**src/rtl/sram_256x36_arb.sv**
```systemverilog
// rtl/sram_256x36_arb.sv - three-requester round-robin arbiter onto a dual-port 256x36 SRAM
//
// Optional feature macro: SRAM_ARB_INIT_EN (zero-fill of the whole SRAM after every reset).
//
// Ports:
//   RW0_clk                 single clock, all state and both SRAM ports on its rising edge
//   rst_n                   asynchronous active-low reset
//   req_valid/req_write     per-requester request valid and write flag (bit i = requester i)
//   req_addr/req_wdata      per-requester address and write data, requester i in slice i
//   req_ready               per-requester grant, combinational; transfer = valid & ready
//   rsp_valid/rsp_rdata     read response one cycle after a granted read, slice i
//   RW0_*/RW1_*             two SRAM ports (en, wmode, addr, wdata out; rdata in)
//   init_busy               high while the zero-fill sequence runs
module sram_256x36_arb #(
    parameter int ADDR_W = 8,
    parameter int DATA_W = 36,
    parameter int DEPTH  = 256
) (
    input  logic                  RW0_clk,
    input  logic                  rst_n,
    input  logic [2:0]            req_valid,
    output logic [2:0]            req_ready,
    input  logic [2:0]            req_write,
    input  logic [3*ADDR_W-1:0]   req_addr,
    input  logic [3*DATA_W-1:0]   req_wdata,
    output logic [2:0]            rsp_valid,
    output logic [3*DATA_W-1:0]   rsp_rdata,
    output logic [ADDR_W-1:0]     RW0_addr,
    output logic                  RW0_en,
    output logic                  RW0_wmode,
    output logic [DATA_W-1:0]     RW0_wdata,
    input  logic [DATA_W-1:0]     RW0_rdata,
    output logic [ADDR_W-1:0]     RW1_addr,
    output logic                  RW1_en,
    output logic                  RW1_wmode,
    output logic [DATA_W-1:0]     RW1_wdata,
    input  logic [DATA_W-1:0]     RW1_rdata,
    output logic                  init_busy
);

    logic [ADDR_W-1:0] a      [3];
    logic [DATA_W-1:0] d      [3];
    logic [DATA_W-1:0] hold_q [3];
    logic [DATA_W-1:0] rsp_c  [3];
    logic [1:0]        rr;
    logic [1:0]        cand;
    logic              run;
    logic              g0_vld;
    logic              g1_vld;
    logic [1:0]        g0_idx;
    logic [1:0]        g1_idx;
    logic [2:0]        port_id;

    function automatic logic [1:0] next3(input logic [1:0] x);
        return (x == 2'd2) ? 2'd0 : x + 2'd1;
    endfunction

`ifdef SRAM_ARB_INIT_EN
    typedef enum logic {ST_INIT, ST_RUN} state_t;
    localparam logic [ADDR_W-1:0] HALF = ADDR_W'(DEPTH / 2);

    state_t            state;
    logic [ADDR_W-1:0] cnt;

    // Each INIT cycle clears one word in each half, so DEPTH/2 cycles cover the array.
    always_ff @(posedge RW0_clk or negedge rst_n) begin
        if (!rst_n) begin
            state <= ST_INIT;
            cnt   <= '0;
        end else if (state == ST_INIT) begin
            cnt <= cnt + 1'b1;
            if (cnt == HALF - 1'b1) begin
                state <= ST_RUN;
            end
        end
    end

    assign run       = (state == ST_RUN);
    assign init_busy = (state == ST_INIT);
`else
    assign run       = 1'b1;
    assign init_busy = 1'b0;
`endif

    always_comb begin
        for (int i = 0; i < 3; i++) begin
            a[i] = req_addr[i*ADDR_W +: ADDR_W];
            d[i] = req_wdata[i*DATA_W +: DATA_W];
        end
    end

    // Walk requesters in rr order: first valid takes RW0, the next valid one that
    // does not collide with it (same address with a write on either side) takes RW1.
    always_comb begin
        g0_vld = 1'b0;
        g0_idx = 2'd0;
        g1_vld = 1'b0;
        g1_idx = 2'd0;
        cand   = rr;
        for (int k = 0; k < 3; k++) begin
            if (req_valid[cand] && run && rst_n) begin
                if (!g0_vld) begin
                    g0_vld = 1'b1;
                    g0_idx = cand;
                end else if (!g1_vld &&
                             !((a[g0_idx] == a[cand]) && (req_write[g0_idx] || req_write[cand]))) begin
                    g1_vld = 1'b1;
                    g1_idx = cand;
                end
            end
            cand = next3(cand);
        end
    end

    always_comb begin
        req_ready = '0;
        if (g0_vld) req_ready[g0_idx] = 1'b1;
        if (g1_vld) req_ready[g1_idx] = 1'b1;
    end

    // SRAM ports are forced idle while reset is held, even though INIT is the reset state.
    always_comb begin
        RW0_en    = 1'b0;
        RW0_wmode = 1'b0;
        RW0_addr  = a[g0_idx];
        RW0_wdata = d[g0_idx];
        RW1_en    = 1'b0;
        RW1_wmode = 1'b0;
        RW1_addr  = a[g1_idx];
        RW1_wdata = d[g1_idx];
        if (rst_n) begin
`ifdef SRAM_ARB_INIT_EN
            if (state == ST_INIT) begin
                RW0_en    = 1'b1;
                RW0_wmode = 1'b1;
                RW0_addr  = cnt;
                RW0_wdata = '0;
                RW1_en    = 1'b1;
                RW1_wmode = 1'b1;
                RW1_addr  = cnt + HALF;
                RW1_wdata = '0;
            end else
`endif
            begin
                RW0_en    = g0_vld;
                RW0_wmode = req_write[g0_idx];
                RW1_en    = g1_vld;
                RW1_wmode = req_write[g1_idx];
            end
        end
    end

    // SRAM read data arrives the cycle after the grant; it is steered live while
    // rsp_valid is high and captured so the slice holds afterwards.
    always_comb begin
        rsp_rdata = '0;
        for (int i = 0; i < 3; i++) begin
            rsp_c[i] = rsp_valid[i] ? (port_id[i] ? RW1_rdata : RW0_rdata) : hold_q[i];
            rsp_rdata[i*DATA_W +: DATA_W] = rsp_c[i];
        end
    end

    always_ff @(posedge RW0_clk or negedge rst_n) begin
        if (!rst_n) begin
            rr        <= 2'd0;
            rsp_valid <= '0;
            port_id   <= '0;
            for (int i = 0; i < 3; i++) begin
                hold_q[i] <= '0;
            end
        end else begin
            if (g0_vld) begin
                rr <= g1_vld ? next3(g1_idx) : next3(g0_idx);
            end
            for (int i = 0; i < 3; i++) begin
                if (rsp_valid[i]) begin
                    hold_q[i] <= rsp_c[i];
                end
                rsp_valid[i] <= 1'b0;
                if (g0_vld && (g0_idx == 2'(i)) && !req_write[i]) begin
                    rsp_valid[i] <= 1'b1;
                    port_id[i]   <= 1'b0;
                end
                if (g1_vld && (g1_idx == 2'(i)) && !req_write[i]) begin
                    rsp_valid[i] <= 1'b1;
                    port_id[i]   <= 1'b1;
                end
            end
        end
    end

endmodule
```
**config.mk**
```make
export PLATFORM = sky130hd
export DESIGN_NAME = sram_256x36_arb
export DESIGN_NICKNAME = d
export VERILOG_FILES = /design/src/rtl/sram_256x36_arb.sv
export SDC_FILE = /design/constraint.sdc
export NUM_CORES = 1
export LEC_CHECK = 0
export BUFFER_PORTS_ARGS = -buffer_cell sky130_fd_sc_hd__buf_2
export CAP_MARGIN = 5
export CORE_MARGIN = 1
export CORE_UTILIZATION = 35
export DETAILED_ROUTE_END_ITERATION = 16
export PLACE_DENSITY_LB_ADDON = 0.08
export SLEW_MARGIN = 0
export SYNTH_ARGS = -nofsm -noshare
export SYNTH_HDL_FRONTEND = slang
export SYNTH_SLANG_ARGS = --single-unit
```
**constraint.sdc**
```tcl
create_clock -name RW0_clk -period 3 [get_ports RW0_clk]
set_input_delay 0 -clock RW0_clk [delete_from_list [all_inputs] [get_ports RW0_clk]]
set_output_delay 0 -clock RW0_clk [all_outputs]
set_load 0.05 [all_outputs]
```
==> summary.md <==
| Metric | Value |
|---|---|
| Achievable Freq | about 280 MHz |
| Post-synthesis compound-gate area fraction | 0.259 |
| Post-DRT Antenna Nets | 0 |
| Post-Synth XOR/XNOR Area | 0.0244 |
| Htree depth | 4 |
| CTS root buf | clkbuf_16 |
| Most common library cells after synthesis | a21oi_1 (283), nor2_1 (174), mux2i_1 (164) |
| CTS Buf Count | 17 |
| Io pins | 419 |
| Async SR Flop Fraction | 1.00 |
| Register area share after synthesis | 0.323 |
| Min Clock Period, post-route | 3590 ps |
| Die span in x | 162 microns |
| Vias in the first global route | ~10000 |
| Peak supply drop | just over 0.8 mV |
| DPL Wire Length | roughly 28000 microns |
| Power Density | about 1200 mW/mm^2 |
| Max-slew violation count | 0 |
| HP Class | input port to register |
| Fin. Hold Viols | 0 |
| Top-count cell post-synth | a21oi_1 |
| DR vias/cell | approximately 5.3 |
| DR pass1 iterations | 4 |
| Clock transition at path regs | around 60 ps |
| CTS tree | done |
| Design area | about 0.016 sq mm |
| 1st-iter DRT viols | between 500 and 600 |
| First-pass GRT wire length | ~59000 microns |
| Synth area leader | dfrtp_1 |
| Leak pwr | about 7 nW |
| Rel. slew slack | 0.256 |
| Worst Tran Pin Value | 1120 ps |
| Placed cells | ~1900 |
| Worst-Skew Late Latency | about 420 ps |
| Failing checks | negative setup slack |
| Worst Path Arrival | roughly 3600 ps |
| EDFF count, synth | 0 |
| Initial Util | 0.357 |
| Synth Area per Inst | between 7 and 8 sq um |
| Ys flop type | dfrtp_1 |
| WL/cell | between 15 and 20 microns |
| Via count | approximately 11000 |
| Main combinational cell family by area after synthesis | compound AO/OA/AOI/OAI gates |
| RSZ-0062 raised after global routing | true |
| Syn Nets | roughly 1400 |
| Max clock buf depth | 2 |
| Syn Inst Count | around 1200 |
| Post-synthesis mux area share | 0.185 |
| Full die area | between 0.02 and 0.03 sq mm |
| # rows | between 50 and 60 |
| # setup viols final | approximately 50 |
| Die Ht | ~160 microns |
| Synth warn | 0 |
| Synthesized area | about 0.0090 sq mm |
| Tcrit/Tclk final | 1.20 |
| Gr ovfl total | 0 |
| Initial antenna violation count | 14 |
| Remaining DRCs | 0 |
| Largest net degree at the start of global routing | 110 |
| RePlAce Congestion | 0.993 |
| Layout Skew | between 8 and 9 ps |
| Area grow syn2layout | 73.4% |
| Core area | 0.0252 sq mm |
| Dpl cell area | roughly 0.012 sq mm |
| Post-synth cell types | slightly above 60 |
| Worst Path Required | roughly 3000 ps |
| Status | complete, but fails checks |
| CP Launch Type | register |
| Hold slack final | 28.6 ps |
| Top-area cell type share of the netlist area | 0.323 |
| Simple-Gate Fraction of Synth Area | 0.151 |
| Layout cells sized above 1 | 0.428 |
| Final WL | about 40000 microns |
| Synth Register Bits | ~120 |
| Non-Filler Instances | 2073 |
| # port buffers | ~420 |
| Setup TNS | -23600 ps |
| Total track usage | 0.291 |
| Crit Path Class | register to output port |
| Synth Area in Adders | 0 |
| Fin nets | between 1500 and 2000 |
| Clock sink count | between 100 and 150 |
| CP Max Fanout | 8 |
| Setup ws final | -591 ps |
| Power Total | roughly 0.019 W |
| Crit. End Element | output port |
| Synth area leaders | dfrtp_1 (32%), mux2i_1 (18%), a21oi_1 (16%) |
| Max-Cap Viols | 0 |
==> worst paths after layout <==
path | startpoint | endpoint | slack [ps] | depth (start not counted)
max reg2reg | rr[1]$_DFFE_PN0N_ | rr[1]$_DFFE_PN0N_ | 80 | 13
max | rr[1]$_DFFE_PN0N_ | RW1_wdata[24] | -590 | 13
max in group asynchronous | rst_n | hold_q[74]$_DFFE_PN0P_ | 1500 | 4
min | req_write[1] | port_id[1]$_DFFE_PN0P_ | 30 | 3
min reg2reg | hold_q[10]$_DFFE_PN0P_ | hold_q[10]$_DFFE_PN0P_ | 510 | 2
min in group asynchronous | rst_n | rr[0]$_DFFE_PN0N_ | 150 | 2
==> cells in the final DEF (no fill, tap or decap), types with 4 or more instances in the layout <==
cell / count
a21oi_1: 230
a21oi_2: 45
a21oi_4: 9
a221o_1: 4
a22oi_1: 42
and2_1: 4
buf_12: 20
buf_2: 340
buf_4: 99
buf_6: 66
buf_8: 8
bufinv_16: 4
clkbuf_16: 18
clkbuf_4: 4
dfrtp_1: 108
dfrtp_2: 5
diode_2: 15
dlygate4sd3_1: 112
inv_1: 4
inv_6: 5
mux2i_1: 127
mux2i_2: 14
mux2i_4: 23
nand2_1: 97
nand2b_1: 4
nand3_1: 12
nor2_1: 153
nor2_2: 10
nor2_4: 12
nor2b_1: 4
nor3_1: 6
o211ai_1: 4
o21ai_0: 15
o21ai_1: 8
xnor2_1: 12
xor2_1: 11
==> cells by family (layout without fill, tap and decap cells) <==
logic type	Yosys count	after routing
compound gates	401	401
xor+xnor	25	25
buf+inv	118	690
flops	116	116
mux	166	166
other cells	1	16
simple gates	328	329
==> critical path, stage by stage, from the launching register on <==
cell and delay, ps:
dfrtp_2 450, nand3b_1 290, buf_4 230, o21ai_0 200, nand3_1 100, a311oi_1 280
a21o_1 230, nor2_1 100, o311ai_4 350, buf_12 220, buf_12 160, mux2i_2 250
a21oi_2 90, buf_4 190
==> per-layer routing <==
layer / GRT usage / up-vias / part of all wire
met5: 0 / - / 0
met4: 0.133 / 0 / 0.037
met3: 0.0585 / 82 / 0.061
met2: 0.491 / 415 / 0.49
met1: 0.357 / 5165 / 0.41
li1: - / 5283 / -
==> power by group <==
group | switching, W | internal, W
registers | 0.000721 | 0.00227
clock network | 0.000805 | 0.00142
logic | 0.00894 | 0.00463
==> flip-flops by register name (all words and copies together), names as in the netlist <==
name and flops:
rr 2, rsp_valid 3, port_id 3, hold_q 108
==> area by class of cell <==
cell class	count	area [sq um]
Clock buffer	17	425
Inverter	6	27.5
Tap cell	330	413
Antenna cell	15	37.5
Sequential cell	116	2920
Fill cell	2248	9600
Clock inverter	15	219
Timing Repair Buffer	652	4940
Multi-Input combinational cell	922	6600
==> per-stage QoR <==
| step | worst slack [ps] | util |
|---|---|---|
| floorplan | -140 | - |
| global placement | -251 | 0.479 |
| detailed placement | -247 | 0.479 |
| CTS | -565 | 0.588 |
| global route | -698 | 0.619 |
| finish | -591 | 0.619 |
==> timing repair <==
action,in CTS,in global routing
pin swaps,57,46
endpoints found under the hold margin,178,0
cloned,4,1
setup buffers,25,11
resized for setup,193,157
hold buffers,112,0
endpoints found under the setup margin,95,98
No activity file was read; power rests on OpenSTA's default activity.
